--- src/rtl/nn_argmax_classifier.sv ---
// -----------------------------------------------------------------------------
// nn_argmax_classifier
//
// Picks the winning class from the ten output-neuron scores of the 2-4-10
// network. After a start request the block waits SETTLE_CYCLES so that the
// network pipeline has settled. It then snapshots every score and scans the
// snapshot one class per cycle, tracking the best and second-best scores.
// The result is offered on a valid/ready handshake.
//
// Ports
//   clk          clock
//   rst          synchronous, active-high reset
//   scores_in    NUM_CLASSES signed scores, slot k at [k*WIDTH +: WIDTH]
//   start        classification request (taken when start && start_ready)
//   start_ready  high only while idle
//   out_valid    result valid (held until out_ready)
//   out_ready    downstream accepts the result
//   class_idx    0-based index of the winning slot
//   max_score    winning score
//   margin       max minus second-best, saturated, never negative
//   confident    max_score >= THRESH (signed)
//   busy         high whenever the block is not idle
// -----------------------------------------------------------------------------
module nn_argmax_classifier #(
    parameter int                      WIDTH         = 16,
    parameter int                      FRAC          = 8,
    parameter int                      NUM_CLASSES   = 10,
    parameter int                      SETTLE_CYCLES = 3,
    parameter logic signed [WIDTH-1:0] THRESH        = 16'sh00C0,
    parameter int                      IDX_W         = 4
) (
    input  logic                           clk,
    input  logic                           rst,
    input  logic [NUM_CLASSES*WIDTH-1:0]   scores_in,
    input  logic                           start,
    output logic                           start_ready,
    output logic                           out_valid,
    input  logic                           out_ready,
    output logic [IDX_W-1:0]               class_idx,
    output logic [WIDTH-1:0]               max_score,
    output logic [WIDTH-1:0]               margin,
    output logic                           confident,
    output logic                           busy
);

    // Elaboration-time sanity checks on the parameter set.
    if (NUM_CLASSES < 1 || (2 ** IDX_W) < NUM_CLASSES) begin : g_bad_idx
        $error("nn_argmax_classifier: IDX_W too small for NUM_CLASSES");
    end
    if (SETTLE_CYCLES < 1) begin : g_bad_settle
        $error("nn_argmax_classifier: SETTLE_CYCLES must be >= 1");
    end
    if (FRAC < 0 || FRAC >= WIDTH) begin : g_bad_frac
        $error("nn_argmax_classifier: FRAC must lie inside WIDTH");
    end

    localparam int CNT_W = (SETTLE_CYCLES > 1) ? $clog2(SETTLE_CYCLES) : 1;
    localparam logic [CNT_W-1:0]        SETTLE_LOAD = CNT_W'(SETTLE_CYCLES - 1);
    localparam logic [IDX_W-1:0]        LAST_IDX    = IDX_W'(NUM_CLASSES - 1);
    localparam logic signed [WIDTH-1:0] MOST_NEG    = {1'b1, {(WIDTH-1){1'b0}}};
    localparam logic [WIDTH-1:0]        MAX_POS     = {1'b0, {(WIDTH-1){1'b1}}};

    typedef enum logic [1:0] {
        IDLE   = 2'd0,
        SETTLE = 2'd1,
        SCAN   = 2'd2,
        DONE   = 2'd3
    } state_t;

    state_t                     state_q;
    logic [CNT_W-1:0]           cnt_q;
    logic [IDX_W-1:0]           idx_q;
    logic [IDX_W-1:0]           best_idx_q;
    logic [NUM_CLASSES*WIDTH-1:0] snap_q;
    logic signed [WIDTH-1:0]    best_q;
    logic signed [WIDTH-1:0]    second_q;

    logic                       start_ready_q;
    logic                       out_valid_q;
    logic                       busy_q;
    logic [IDX_W-1:0]           class_idx_q;
    logic [WIDTH-1:0]           max_score_q;
    logic [WIDTH-1:0]           margin_q;
    logic                       confident_q;

    // Scan datapath: one comparison of the current snapshot slot per cycle.
    logic signed [WIDTH-1:0]    cur;
    logic signed [WIDTH-1:0]    best_d;
    logic signed [WIDTH-1:0]    second_d;
    logic [IDX_W-1:0]           best_idx_d;
    logic signed [WIDTH:0]      diff;
    logic [WIDTH-1:0]           margin_d;
    logic                       confident_d;

    always_comb begin
        cur        = $signed(snap_q[int'(idx_q)*WIDTH +: WIDTH]);
        best_d     = best_q;
        second_d   = second_q;
        best_idx_d = best_idx_q;
        // Strict compare: an equal later score never displaces the earlier
        // winner, it only becomes the runner-up (margin 0).
        if (cur > best_q) begin
            second_d   = best_q;
            best_d     = cur;
            best_idx_d = idx_q;
        end else if (cur > second_q) begin
            second_d = cur;
        end
        // best_d >= second_d, so diff is non-negative; one extra bit covers
        // the full range (e.g. max positive minus most negative).
        diff = {best_d[WIDTH-1], best_d} - {second_d[WIDTH-1], second_d};
        if (diff > $signed({1'b0, MAX_POS})) begin
            margin_d = MAX_POS;
        end else begin
            margin_d = diff[WIDTH-1:0];
        end
        confident_d = (best_d >= THRESH);
    end

    always_ff @(posedge clk) begin
        if (rst) begin
            state_q       <= IDLE;
            cnt_q         <= '0;
            idx_q         <= '0;
            best_idx_q    <= '0;
            snap_q        <= '0;
            best_q        <= '0;
            second_q      <= '0;
            start_ready_q <= 1'b1;
            out_valid_q   <= 1'b0;
            busy_q        <= 1'b0;
            class_idx_q   <= '0;
            max_score_q   <= '0;
            margin_q      <= '0;
            confident_q   <= 1'b0;
        end else begin
            case (state_q)
                IDLE: begin
                    if (start) begin
                        state_q       <= SETTLE;
                        cnt_q         <= SETTLE_LOAD;
                        start_ready_q <= 1'b0;
                        busy_q        <= 1'b1;
                    end
                end
                SETTLE: begin
                    if (cnt_q == '0) begin
                        // Only cycle in which scores_in is looked at.
                        snap_q     <= scores_in;
                        state_q    <= SCAN;
                        idx_q      <= '0;
                        best_q     <= MOST_NEG;
                        second_q   <= MOST_NEG;
                        best_idx_q <= '0;
                    end else begin
                        cnt_q <= cnt_q - CNT_W'(1);
                    end
                end
                SCAN: begin
                    best_q     <= best_d;
                    second_q   <= second_d;
                    best_idx_q <= best_idx_d;
                    if (idx_q == LAST_IDX) begin
                        state_q     <= DONE;
                        out_valid_q <= 1'b1;
                        class_idx_q <= best_idx_d;
                        max_score_q <= best_d;
                        margin_q    <= margin_d;
                        confident_q <= confident_d;
                    end else begin
                        idx_q <= idx_q + IDX_W'(1);
                    end
                end
                DONE: begin
                    if (out_ready) begin
                        state_q       <= IDLE;
                        out_valid_q   <= 1'b0;
                        start_ready_q <= 1'b1;
                        busy_q        <= 1'b0;
                    end
                end
                default: begin
                    state_q <= IDLE;
                end
            endcase
        end
    end

    assign start_ready = start_ready_q;
    assign out_valid   = out_valid_q;
    assign busy        = busy_q;
    assign class_idx   = class_idx_q;
    assign max_score   = max_score_q;
    assign margin      = margin_q;
    assign confident   = confident_q;

endmodule

--- config.mk ---
export PLATFORM = sky130hd
export DESIGN_NAME = nn_argmax_classifier
export DESIGN_NICKNAME = d
export VERILOG_FILES = /design/src/rtl/nn_argmax_classifier.sv
export SDC_FILE = /design/constraint.sdc
export NUM_CORES = 1
export LEC_CHECK = 0
export CAP_MARGIN = 10
export CORE_MARGIN = 2
export CORE_UTILIZATION = 45
export DETAILED_ROUTE_END_ITERATION = 12
export PLACE_DENSITY = 0.7
export SYNTH_ARGS = -nofsm -noshare
export SYNTH_HDL_FRONTEND = slang
export SYNTH_SLANG_ARGS = --single-unit
--- constraint.sdc ---
create_clock -name clk -period 8.9 [get_ports clk]
set_input_delay 1.78 -clock clk [delete_from_list [all_inputs] [get_ports clk]]
set_output_delay 1.78 -clock clk [all_outputs]
set_load 0.05 [all_outputs]
Yosys cells after proc, flatten, opt, wreduce, memory -nomap -nowiden:

Index checks and enable logic that the tools add are counted.

* bits in registers: 244
* input bits: 164
* word-level logic and storage cells: 74

* $add $sub $neg: 3
* magnitude comparators: 4
* equal/unequal tests: 10
* shift operators: 1
* multiplexer cells: 28
* reduce and logical (&&, ||, !) cells: 14

Operators with widths (number)
* 160-bit by 9-bit indexed part select with 16-bit output: 1
* 16-bit 2-to-1 mux: 5
* 16-bit one-hot mux with 2 select lines: 2
* 16-bit greater-than comparator: 2
* 17-bit by 16-bit greater-than comparator with 1-bit output (second input constant): 1
* 16-bit by 16-bit subtractor with 17-bit output: 1
* 16-bit by 9-bit greater-or-equal comparator with 1-bit output (second input constant): 1
* 4-bit one-hot mux with 2 select lines: 2
* 2-bit 2-to-1 mux: 6
* 4-bit 2-to-1 mux: 3
* 2-bit != test (second input constant): 6
* 3-bit AND reduction: 4
* 2-bit one-hot mux with 4 select lines: 1
* 2-bit nonzero test: 4
* 1-bit one-hot mux with 2 select lines: 3
* 2-bit AND reduction: 3
* 1-bit 2-to-1 mux: 5
* 4-bit by 1-bit adder with 4-bit output (second input constant): 1
* 2-bit equality test (second input constant): 2
* 4-bit equality test (second input constant): 1
* 2-bit zero test: 2
* 2-bit one-hot mux with 2 select lines: 1
* 4-bit AND reduction: 1
* 2-bit by 1-bit equality test with 1-bit output (second input constant): 1
* 2-bit by 1-bit subtractor with 2-bit output (second input constant): 1

Longest topological paths before layout:

* word-level depth: 7
* mapped depth: 31

Worst setup path after synthesis:

No wires, ideal clock.

* path type: flip-flop to flip-flop
* from: register idx_q[0]
* to: register margin_q[10] (netlist: margin[10])
* setup time: 0.138 ns
* arrival time: 6.370 ns
* data required time: 8.762 ns
* setup slack: 2.392 ns
* cell stages (with the launch flop): 29
* path buffers: 6
* clock period less this slack: 6.508 ns
* cells stage by stage: dfxtp_1 -> buf_6 -> buf_6 -> buf_6 -> mux4_2 -> a22oi_1 -> o21ai_0 -> ha_1 -> nand4_1 -> or2_1 -> a211o_1 -> nand4_2 -> mux2i_1 -> clkbuf_1 -> buf_1 -> nand2_1 -> o21ai_0 -> ha_1 -> inv_1 -> fa_1 -> a21o_1 -> a21oi_1 -> o21ai_0 -> a31o_2 -> a21bo_2 -> a21oi_1 -> o31a_1 -> clkbuf_1 -> a211oi_1

* longest elaborated chain between the ends: 7

Ends and longest elaborated chain
* from (decl): line 72 `logic [IDX_W-1:0] idx_q;`
* from (signal assigned): line 171 `idx_q <= idx_q + IDX_W'(1);`
* 160-bit by 9-bit indexed part select with 16-bit output: line 96 `cur = $signed(snap_q[int'(idx_q)*WIDTH +: WIDTH]);`
* 16-bit greater-than comparator: line 106 `end else if (cur > second_q) begin`
* 16-bit 2-to-1 mux: line 106
* 16-bit 2-to-1 mux: line 102 `if (cur > best_q) begin`
* 16-bit by 16-bit subtractor with 17-bit output: line 111 `diff = {best_d[WIDTH-1], best_d} - {second_d[WIDTH-1], second_d};`
* 17-bit by 16-bit greater-than comparator with 1-bit output: line 112 `if (diff > $signed({1'b0, MAX_POS})) begin`
* 16-bit 2-to-1 mux: line 112
* to (signal assigned): line 168 `margin_q <= margin_d;`
* to (decl): line 83 `logic [WIDTH-1:0] margin_q;`

Several ways; a longest one is shown, not always the timed one.
A chain may end at the register's enable or synchronous reset.

Worst setup path in the final report:

* from: register idx_q[0]
* to: register margin_q[9] (netlist: margin[9])

RTL lines
* 160-bit by 9-bit indexed part select with 16-bit output (*): line 96
* 16-bit greater-than comparator: line 102
* 16-bit 2-to-1 mux (*): line 102
* via best_d[10]: line 88 `logic signed [WIDTH-1:0] best_d;`
* 16-bit by 16-bit subtractor with 17-bit output (*): line 111
* 17-bit by 16-bit greater-than comparator with 1-bit output (*): line 112
* 16-bit 2-to-1 mux (*): line 112

Mark *: on every way through the listed nets, which the timed path passes. The rest lies on a longest branch.

==> key figures <==
Timing
  – Sum of negative setup slack: 0 ns
  – Headroom to the max-slew limit: roughly a fifth
  – Final number of hold-violating endpoints: 0
  – Crit share post-route: 83.2%
  – Final setup viols: 0
  – Fmax: 135 MHz
  – Slew @ Worst Pin: 1.20 ns
  – Maximum clock skew at final layout: ~0.017 ns
  – Max-slew violation count: 0
  – Final critical-path required period: roughly 7.4 ns
  – Unrepaired setup endpoints after global routing: no
  – Final-layout worst hold slack: 0.453 ns

Placement
  – Final weighted congestion of routability-driven global placement: between 0.8 and 0.9
  – DPL Wire Length: 24.6 mm
  – Port Buffers: 203
  – Number of instances in the placed design: between 1500 and 2000

Final layout
  – Growth of design area from synthesis to finish: 25.0%
  – Proportion of layout cells with a drive suffix above 1: under 10%
  – Most common cell after layout, fill and taps aside: sky130_fd_sc_hd__nand2_1
  – Number of nets in the layout: 1810
  – Count of inserted antenna diode cells: 0
  – Finished Layout Cells: 1942
  – Most frequent cells in the layout: sky130_fd_sc_hd__nand2_1, sky130_fd_sc_hd__dfxtp_1, sky130_fd_sc_hd__a21oi_1

Die
  – Area of the placeable core: 26100 µm²
  – FP Rows: 59
  – Height of the die: 167 µm
  – Die area: 27800 µm²
  – Ports placed on the boundary: roughly 200
  – Width of the die: 167 µm
  – Initial core utilization: 45.8%

Logic synthesis
  – Number of enable-type register cells in the synthesized netlist: 0
  – Post-synth ARST share: 0%
  – Warnings, synthesis: 0
  – Flip-flop cell with the highest count after synthesis: sky130_fd_sc_hd__dfxtp_1
  – Cell area after technology mapping: about 12000 µm²
  – Post-synthesis instance total: 1447
  – Number of distinct library cell variants in the gate-level netlist after synthesis: a little under 60
  – Mean instance size in the synthesized netlist: between 8 and 9 µm²
  – Total nets after synthesis: 1668
  – Portion of the post-synthesis area used by sequential elements: ~41%
  – Number of flip-flops and latches in the synthesized netlist: 244

Pwr
  – Leak pwr: roughly 5.4 nW
  – Clk pwr share: around a fifth
  – PD cells: 338 nW/µm²
  – Logic gate share of total power: 51.0%
  – Cell Int Power: 0.00290 W
  – Register share of total power: between 20 and 30%
  – Switching power summed over all nets: 0.00215 W
  – Max VDD drop: 0.301 mV
  – Switching part of the total power: 42.6%

Critical path
  – Class of the most critical setup path: reg2reg
  – Worst stage delay on the critical path: 0.83 ns
  – Critical path buffer and inverter count: 1
  – Kind of end point of the critical path: flip-flop
  – CP delay by family, top: compound AO/OA/AOI/OAI gates
  – Slowest stage cell, crit path: sky130_fd_sc_hd__dfxtp_4
  – Arrival @ worst endpoint: 7.77 ns
  – Reg-to-reg critical path startpoint: idx_q[0]$_SDFFE_PP0P_
  – Critical Path RT: 9.27 ns
  – Type of origin of the critical path: flip-flop
  – Maximum fanout count along the critical path: 42
  – Worst setup path startpoint: idx_q[0]$_SDFFE_PP0P_
  – Worst path cell trace: mux4_2, a22oi_1, o21ai_0, ha_1, nand4_1, or2_1, a211o_1, nand4_2, mux2i_4, buf_4, mux2_2, ha_1, a21o_1, a21o_1, a21oi_1, nor2b_1, a21bo_2, a21oi_1, o31a_1, a211oi_1

Detailed routing
  – Remaining antenna violation count after routing: 0
  – Detail-routed net length per standard cell: roughly 18 µm
  – Number of DRC violations after detailed routing: 0
  – Post-Route WL: 34.2 mm
  – First-pass iteration count of the detailed router: 5
  – DR vias/cell: around 5.5
  – Via count: between 10000 and 15000
  – Length of routed met3 wiring: approximately 2.2 mm
  – Highest routed metal layer: met4
  – Met1 layer wirelength in the final routing: 14.4 mm
  – Detailed route wirelength on metal2: 16.4 mm
  – Drt first-iter violations: 834

Job
  – Number of violations of the max-capacitance limit: 0

Global routing
  – Aggregate global-route resource usage: 23.5%
  – Global-route wire length before repair: 52.9 mm
  – Overflow after GRT: 0
  – Number of global-route vias before repair: 10300
  – Antenna violations before repair: 0
  – Pin count of the biggest net entering global routing: 130

CTS
  – TritonCTS clock tree: done
  – # hold bufs at CTS: 0
  – Number of resized instances in the post-cts repair step: 0
  – Clock slew seen by the registers of the worst setup and hold paths: 0.06 ns
  – Setup fix buffers added after clock tree synthesis: 0
  – Clock tree sinks: approximately 240
  – Buffers from clock root to sink, at most: 3
  – H-Tree Depth: 1
  – Total clock buffers created by CTS: 26
  – Clock latency of the later-clocked register in the worst-skew pair: 0.55 ns
  – Clk Tree Root Cell: sky130_fd_sc_hd__clkbuf_16

Worst hold path
  – Kind of path behind the tightest hold check: reg2reg
  – HP Start: max_score[13]$_SDFFE_PP0P_

Status
  – Status: complete, no violations
-- kinds of logic after synthesis --
family,Yosys count,share of synthesized area (%)
multiplexers,90,11.0
adder cells (fa/ha/maj),57,6.04
AND/OR/NAND/NOR,517,17.4
AO/OA/AOI/OAI,370,18.4
flip-flops,244,40.9
XOR/XNOR,14,1.03
buffers and inverters,155,5.22
-- power groups by stage --
stage | clock network, W | registers, W | logic [W]
global route | 0.00111 | 0.00144 | 0.00284
CTS | 0.00107 | 0.00142 | 0.00257
detailed placement | 0 | 0.00144 | 0.00255
finish | 0.00105 | 0.00142 | 0.00258
global placement | 0 | 0.00143 | 0.00252
floorplan | 0 | 0.00139 | 0.00195
-- synth_stat cells (all sizes together) (2+ instances only) --
cell	count	area (µm²)
o2111ai	2	17.5
a2111oi	3	32.5
mux2i	52	521
a31oi	3	18.8
a2bb2oi	11	96.3
or2	4	25.0
o21a	14	105
xnor2	5	43.8
mux4	32	724
or3	3	18.8
buf	20	116
a221oi	2	17.5
a21oi	210	1050
a21o	11	82.6
nor3	7	35.0
nand2b	6	37.5
o31a	2	17.5
and2	3	18.8
dfxtp	244	4880
o21bai	2	15.0
nor2b	7	43.8
xor2	9	78.8
ha	56	701
nand3	6	30.0
o22ai	10	62.6
mux2	6	67.6
nand4	13	87.6
a211oi	18	135
clkbuf	76	285
o21ai	38	190
inv	59	221
a22oi	30	225
nor2	94	353
o211ai	3	27.5
nand2	369	1390
a311oi	5	43.8
-- final timing paths --
kind         cells past startpoint                         end  slack [ns]
max reg2reg                     20      margin[9]$_SDFFE_PP0P_        1.49
min reg2reg                      2  max_score[13]$_SDFFE_PP0P_        0.45
max                             20      margin[9]$_SDFFE_PP0P_        1.49
min                              2  max_score[13]$_SDFFE_PP0P_        0.45
-- state kept, by name, summed over array words and instances (netlist names) --
| name | cells |
|---|---|
| snap_q | 160 |
| best_q | 16 |
| margin | 16 |
| max_score | 16 |
| second_q | 16 |
| best_idx_q | 4 |
| class_idx | 4 |
| idx_q | 4 |
| cnt_q | 2 |
| state_q | 2 |
| busy | 1 |
| confident | 1 |
| out_valid | 1 |
| start_ready | 1 |
-- per-layer routing --
layer | vias to the layer above | GRT usage [%]
met1 | 5006 | 30.0
met3 | 71 | 4.33
met4 | 0 | 7.95
met2 | 344 | 40.0
li1 | 5272 | -
met5 | - | 0
-- tightest hold or removal path, cell delays in order, from the launching register on --
cell and delay (ns):
sky130_fd_sc_hd__dfxtp_1 0.30, sky130_fd_sc_hd__nand2_1 0.05, sky130_fd_sc_hd__a21oi_1 0.05
-- through the flow --
| step | setup slack [ns] | area, µm² | power, W | util [%] |
|---|---|---|---|---|
| after floorplan | 2.39 | 11900 | 0.00333 | - |
| after global placement | 1.86 | 14100 | 0.00395 | 54.0 |
| after detailed placement | 1.60 | 14100 | 0.00399 | 54.0 |
| after CTS | 1.53 | 14900 | 0.00505 | 57.2 |
| after global routing | 1.03 | 14900 | 0.00539 | 57.2 |
| final | 1.49 | 14900 | 0.00504 | 57.2 |
-- cell type report --
| class | count | area (µm²) |
|---|---|---|
| sequential | 244 | 4890 |
| multi-input combinational | 1048 | 6460 |
| clock buffer | 39 | 749 |
| fill | 2355 | 11200 |
| timing repair buffer | 210 | 2090 |
| tap | 335 | 419 |
| inverter | 59 | 221 |
| clock inverter | 7 | 85.1 |
(Power assumes the default switching activity.)
